**src/rtl/div_seq_pkg.sv**
```systemverilog
// div_seq_pkg: state encodings and shared constants for the sequential divider
package div_seq_pkg;
  typedef enum logic [1:0] {
    DivFree   = 2'b00,
    DivByZero = 2'b01,
    DivOn     = 2'b10,
    DivEnd    = 2'b11
  } div_state_e;
  localparam logic        DivStart          = 1'b1;
  localparam logic        DivStop           = 1'b0;
  localparam logic        DivResultReady    = 1'b1;
  localparam logic        DivResultNotReady = 1'b0;
  localparam logic [31:0] ZeroWord          = 32'h0;
  localparam logic        RstEnable         = 1'b0;
endpackage

```
**src/rtl/div_seq_if.sv**
```systemverilog
// div_seq_if: EX-stage <-> divider handshake bundle
// master (EX): drives start_i, signed_i, opdata1_i, opdata2_i, annul_i
// slave (divider): drives result_o {rem, quo}, ready_o, stallreq_o
interface div_seq_if #(parameter int WIDTH = 32);
  logic               start_i;
  logic               signed_i;
  logic [WIDTH-1:0]   opdata1_i;
  logic [WIDTH-1:0]   opdata2_i;
  logic               annul_i;
  logic [2*WIDTH-1:0] result_o;
  logic               ready_o;
  logic               stallreq_o;
  modport master (output start_i, signed_i, opdata1_i, opdata2_i, annul_i,
                  input  result_o, ready_o, stallreq_o);
  modport slave  (input  start_i, signed_i, opdata1_i, opdata2_i, annul_i,
                  output result_o, ready_o, stallreq_o);
endinterface

```
**src/rtl/div_seq.sv**
```systemverilog
// div_seq: radix-2 restoring divider for DIV/DIVU, one quotient bit per cycle
// clk, rst_n (sync, active-low); bus: div_seq_if.slave
// result_o = {remainder, quotient}, ready_o while in END, stallreq_o while EX waits
module div_seq
  import div_seq_pkg::*;
#(
  parameter int WIDTH = 32,
  parameter int CNT_W = 6
) (
  input logic      clk,
  input logic      rst_n,
  div_seq_if.slave bus
);
  div_state_e         state_q, state_d;
  logic [CNT_W-1:0]   cnt_q, cnt_d;
  logic [2*WIDTH:0]   work_q, work_d, work_nx;
  logic [WIDTH-1:0]   dvs_q, dvs_d;
  logic               neg1_q, neg1_d, neg2_q, neg2_d;
  logic [2*WIDTH-1:0] result_q, result_d;
  logic               ready_q, ready_d;
  logic               neg1, neg2;
  logic [WIDTH-1:0]   op1_abs, op2_abs, quo, rem;
  logic [WIDTH:0]     trial;
  // sign flags already masked by signed_i, so DIVU never negates anything
  assign neg1    = bus.signed_i & bus.opdata1_i[WIDTH-1];
  assign neg2    = bus.signed_i & bus.opdata2_i[WIDTH-1];
  assign op1_abs = neg1 ? -bus.opdata1_i : bus.opdata1_i;
  assign op2_abs = neg2 ? -bus.opdata2_i : bus.opdata2_i;
  assign trial   = {1'b0, work_q[2*WIDTH-1:WIDTH]} - {1'b0, dvs_q};
  assign work_nx = trial[WIDTH] ? {work_q[2*WIDTH-1:0], 1'b0}
                                : {trial[WIDTH-1:0], work_q[WIDTH-1:0], 1'b1};
  // after the final shift the remainder sits one bit above the upper half
  assign quo     = (neg1_q ^ neg2_q) ? -work_nx[WIDTH-1:0] : work_nx[WIDTH-1:0];
  assign rem     = neg1_q ? -work_nx[2*WIDTH:WIDTH+1] : work_nx[2*WIDTH:WIDTH+1];
  always_comb begin
    state_d  = state_q;
    cnt_d    = cnt_q;
    work_d   = work_q;
    dvs_d    = dvs_q;
    neg1_d   = neg1_q;
    neg2_d   = neg2_q;
    result_d = result_q;
    ready_d  = ready_q;
    if (state_q != DivFree && bus.annul_i) begin
      state_d  = DivFree;
      cnt_d    = '0;
      result_d = '0;
      ready_d  = DivResultNotReady;
    end else begin
      case (state_q)
        DivFree: if (bus.start_i == DivStart && !bus.annul_i) begin
          state_d = (bus.opdata2_i == ZeroWord) ? DivByZero : DivOn;
          cnt_d   = '0;
          work_d  = {{WIDTH{1'b0}}, op1_abs, 1'b0};
          dvs_d   = op2_abs;
          neg1_d  = neg1;
          neg2_d  = neg2;
        end
        DivByZero: begin
          state_d  = DivEnd;
          result_d = '0;
          ready_d  = DivResultReady;
        end
        DivOn: begin
          cnt_d  = cnt_q + 1'b1;
          work_d = work_nx;
          if (cnt_q == CNT_W'(WIDTH - 1)) begin
            state_d  = DivEnd;
            result_d = {rem, quo};
            ready_d  = DivResultReady;
          end
        end
        DivEnd: if (bus.start_i == DivStop) begin
          state_d  = DivFree;
          result_d = '0;
          ready_d  = DivResultNotReady;
        end
        default: state_d = DivFree;
      endcase
    end
  end
  always_ff @(posedge clk) begin
    if (rst_n == RstEnable) begin
      state_q  <= DivFree;
      cnt_q    <= '0;
      work_q   <= '0;
      dvs_q    <= '0;
      neg1_q   <= 1'b0;
      neg2_q   <= 1'b0;
      result_q <= '0;
      ready_q  <= DivResultNotReady;
    end else begin
      state_q  <= state_d;
      cnt_q    <= cnt_d;
      work_q   <= work_d;
      dvs_q    <= dvs_d;
      neg1_q   <= neg1_d;
      neg2_q   <= neg2_d;
      result_q <= result_d;
      ready_q  <= ready_d;
    end
  end
  assign bus.result_o   = result_q;
  assign bus.ready_o    = ready_q;
  assign bus.stallreq_o = bus.start_i & ~bus.annul_i & ~ready_q;
endmodule
```
**src/flat_wrapper.sv**
```systemverilog
// flat-port wrapper written by rule: the top's interface ports become plain ports
module div_seq_flat import div_seq_pkg::*;
#(
  parameter int WIDTH = 32,
  parameter int CNT_W = 6
)
  (clk, rst_n, bus_start_i, bus_signed_i, bus_opdata1_i, bus_opdata2_i, bus_annul_i, bus_result_o, bus_ready_o, bus_stallreq_o);
  div_seq_if #(.WIDTH(WIDTH)) bus_i ();
  input logic clk;
  input logic rst_n;
  input wire logic [$bits(bus_i.start_i)-1:0] bus_start_i;
  input wire logic [$bits(bus_i.signed_i)-1:0] bus_signed_i;
  input wire logic [$bits(bus_i.opdata1_i)-1:0] bus_opdata1_i;
  input wire logic [$bits(bus_i.opdata2_i)-1:0] bus_opdata2_i;
  input wire logic [$bits(bus_i.annul_i)-1:0] bus_annul_i;
  output wire logic [$bits(bus_i.result_o)-1:0] bus_result_o;
  output wire logic [$bits(bus_i.ready_o)-1:0] bus_ready_o;
  output wire logic [$bits(bus_i.stallreq_o)-1:0] bus_stallreq_o;
  assign bus_i.start_i = bus_start_i;
  assign bus_i.signed_i = bus_signed_i;
  assign bus_i.opdata1_i = bus_opdata1_i;
  assign bus_i.opdata2_i = bus_opdata2_i;
  assign bus_i.annul_i = bus_annul_i;
  assign bus_result_o = bus_i.result_o;
  assign bus_ready_o = bus_i.ready_o;
  assign bus_stallreq_o = bus_i.stallreq_o;
  div_seq #(.WIDTH(WIDTH), .CNT_W(CNT_W)) u_core (.clk(clk), .rst_n(rst_n), .bus(bus_i));
endmodule
```
**config.mk**
```make
export PLATFORM = sky130hd
export DESIGN_NAME = div_seq_flat
export DESIGN_NICKNAME = d
export VERILOG_FILES = /design/src/rtl/div_seq_pkg.sv /design/src/rtl/div_seq_if.sv /design/src/rtl/div_seq.sv /design/src/flat_wrapper.sv
export SDC_FILE = /design/constraint.sdc
export NUM_CORES = 1
export LEC_CHECK = 0
export ABC_AREA = 1
export BUFFER_PORTS_ARGS = -buffer_cell sky130_fd_sc_hd__buf_4
export CORE_ASPECT_RATIO = 2
export CORE_MARGIN = 2
export CORE_UTILIZATION = 55
export DETAILED_ROUTE_END_ITERATION = 8
export MAX_ROUTING_LAYER = met4
export PLACE_DENSITY = 0.81
export SYNTH_ARGS = -nofsm -noshare
export SYNTH_HDL_FRONTEND = slang
export SYNTH_SLANG_ARGS = --single-unit
```
**constraint.sdc**
```tcl
create_clock -name clk -period 3.4 [get_ports clk]
set_clock_uncertainty 0.2 [all_clocks]
set_input_delay 0.68 -clock clk [delete_from_list [all_inputs] [get_ports clk]]
set_output_delay 0.68 -clock clk [all_outputs]
set_load 0.01 [all_outputs]
```
==> results.toml <==
[routing]
drc = 0
drt_wl_total_um = 49500
route.met3.wl_um = 2450
num_vias = 15100
top_layer = "met4"
drt-met1-wl_um = 15100
dr.pass1.iters = 6
drtAntennaViolNets = 0
met2_length_um = 26000
vias_per_cell = 5.66
wire_per_inst_um = 18.6
drt_iter0_drc = 907

[clock_network]
clk_pin_slew_worst_paths_ns = 0.07
cts_made_buffers = 17
clockRootBuffer = "clkbuf_16"
tritoncts = "done"
clock_path_buffers = 2
htree_levels = 4
clock_sinks = 171
clock_latency_ns = 0.46

[sta]
finalMaxSlewViolations = 0
setup_ws_ns = -0.0482
worst_pin_slew_ns = 0.824
finalSetupViolations = 2
period_needed_ns = 3.45
hold_viol = 0
slew_headroom = 0.445
finalSetupTns_ns = -0.0524
final.period_utilization = 1.01
rsz0062_at_grt = "yes"
fin_hold_ws_ns = 0.262
fmax_ghz = 0.290

[pwr]
switching_share = 0.475
p_leak_nw = 8.18
powerDensity_mw_per_mm2 = 644
pwr-share-clk = 0.183
total_power_w = 0.0108
vdd_ir_drop_max_mv = 0.544
switchingPower_w = 0.00513
pwr-share-comb = 0.568
seq_power_share = 0.250
p_int_w = 0.00568

[final_layout]
layout_commonest_cell = "nand2_1"
syn2layout_area_growth_pct = 33.6
antennaDiodeCount = 0
final_cell_mix = "577 x nand2_1, 326 x buf_4, 247 x inv_1, 209 x a21oi_1, 147 x dfxtp_1"
stdcell_area_mm2 = 0.0168
drive_above_1_share = 0.269
final_nets = 2480

[job]
drv_cap = 0

[die]
std_cell_rows = 78
io_pins = 135
fp.dieW_um = 111
core-area_mm2 = 0.0225
initial_core_util = 0.557
dieArea_mm2 = 0.0241
die_y_um = 218

[worst_setup_path]
r2r-start = "u_core.dvs_q[30]"
cp-end-kind = "flop"
critPathKind = "flop to flop"
critPathMaxFanout = 6
r2r_end = "u_core.bus.result_o[58]"
rr_worst_depth = 23
critPathLaunchType = "flop"
required_ns = 3.59
r2r_slack_ns = -0.05
crit_arrival_ns = 3.64

[synth]
async_reset_ff_frac = 0
syn_area_per_cell_um2 = 6.03
yosys_warnings = 0
syn_inst = 2083
synth-main-ff-cell = "dfxtp_1"
netlist-cell-type-count = 54
synth_seq_cells = 171
ys_seq_area_frac = 0.273
syn_area_mm2 = 0.0126
syn-num-nets = 2194
synth-edff-count = 0

[place]
post-dp-hpwl_um = 37200
place_area_mm2 = 0.0149
portBuffers = 134
place_ws_ns = -0.280
gp_congestion = 0.982

[min_path]
worstHoldStart = "u_core.bus.result_o[18]"
min_to = "u_core.bus.result_o[18]"
hold_path.class = "flop to flop"
whs_path_depth = 2

[global_route]
track_usage = 0.412
overflow = 0
grt_pass1_wl_um = 75300
grt_max_degree = 71
antenna_found_initial = 0
first_global_vias = 14800

[outcome]
status = "complete, but fails checks"
violations = "setup timing"
-- Yosys cell counts (all sizes together), types with 2 or more instances --
cell | number | area [um2]
o21bai | 4 | 41.3
xnor2 | 20 | 175
nor2 | 179 | 717
nor3 | 33 | 176
or2 | 16 | 100
nand3 | 122 | 633
a31oi | 8 | 50.1
nor4 | 8 | 50.1
buf | 19 | 131
clkbuf | 58 | 218
o221ai | 10 | 87.6
a21oi | 219 | 1110
a21o | 3 | 22.5
o31ai | 4 | 30.0
nand3b | 3 | 22.5
inv | 287 | 1080
nand4 | 29 | 194
xor2 | 49 | 429
nand2 | 662 | 2550
dfxtp | 171 | 3420
o211ai | 20 | 150
and2 | 4 | 27.5
o21ai | 105 | 544
clkinv | 2 | 7.51
ha | 41 | 513
-- kinds of logic after synthesis --
family,count (synthesis),synth area share
AOI/OAI and AO/OA,377,0.165
xor gates and xnor gates,69,0.0481
adders and majority gates,42,0.0425
buffers and inverters,366,0.114
DFF,171,0.273
and+or+nand+nor,1058,0.358
-- worst max-delay path, cell delays in order (launching register included) --
cell       delay (ns)
dfxtp_1          0.31
inv_1            0.20
ha_4             0.25
nand2_2          0.08
a21oi_1          0.05
nor2_1           0.12
nand2_2          0.09
a21oi_4          0.20
nand2_8          0.10
buf_12           0.14
clkbuf_16        0.14
buf_8            0.13
nand2_2          0.05
nand2_2          0.07
buf_4            0.15
nor2_4           0.09
nand2_2          0.08
nor2_4           0.23
nand4_1          0.22
nand2_2          0.17
nand2_2          0.06
nand2_2          0.06
nand3_2          0.06
a21oi_2          0.13
-- power groups by stage --
stage	clock, W	sequential [W]	combinational, W
finish	0.00197	0.00270	0.00613
global route	0.00206	0.00271	0.00669
CTS	0.00199	0.00265	0.00553
detailed placement	0	0.00268	0.00528
global placement	0	0.00267	0.00521
floorplan	0	0.00253	0.00339
-- routing by layer --
| metal | vias to the layer above | global-route usage |
|---|---|---|
| li1 | 7244 | - |
| met1 | 6931 | 0.351 |
| met2 | 603 | 0.751 |
| met3 | 274 | 0.0584 |
| met4 | 0 | 0.400 |
| met5 | - | - |
-- worst max path at each step --
stage,to,slack (ns),start,cells past startpoint
after floorplan,u_core.bus.result_o[30],0.02,u_core.dvs_q[7],25
after CTS,u_core.bus.result_o[30],-0.04,u_core.dvs_q[17],25
after detailed placement,u_core.bus.result_o[30],-0.28,u_core.dvs_q[17],25
after global routing,u_core.bus.result_o[26],-0.29,u_core.dvs_q[30],24
final,u_core.bus.result_o[58],-0.05,u_core.dvs_q[30],23
after global placement,u_core.bus.result_o[61],-0.24,u_core.work_q[32],24
-- state kept, by name, summed over array words and instances (netlist names) --
| register | count |
|---|---|
| u_core.bus.result_o | 64 |
| u_core.state_q | 2 |
| u_core.dvs_q | 32 |
| u_core.work_q | 64 |
| u_core.cnt_q | 6 |
| u_core.neg2_q | 1 |
| u_core.bus.ready_o | 1 |
| u_core.neg1_q | 1 |
-- area by class of cell --
cell class                 instances  area [um2]
inverter                         289        1100
multi-input combinational       1546        8550
fill                            1903        5780
clock inverter                    13         143
sequential                       171        3460
clock buffer                      18         439
tap                              280         350
timing repair buffer             344        2730
-- stage by stage --
stage / std cells / utilization
floorplan: 2083 / -
global placement: 2596 / 0.663
detailed placement: 2596 / 0.663
CTS: 2639 / 0.708
global route: 2661 / 0.744
finish: 2661 / 0.744
-- timing repair --
| item | 4_1_cts | 5_1_grt |
|---|---|---|
| resized for setup | 77 | 173 |
| hold buffers | 0 | 0 |
| endpoints found under the setup margin | 32 | 42 |
| hold endpoints to repair | 0 | 0 |
| cloned | 1 | 1 |
| setup buffers | 11 | 23 |
| pin swaps | 29 | 68 |
No activity file was read; power rests on OpenSTA's default activity.
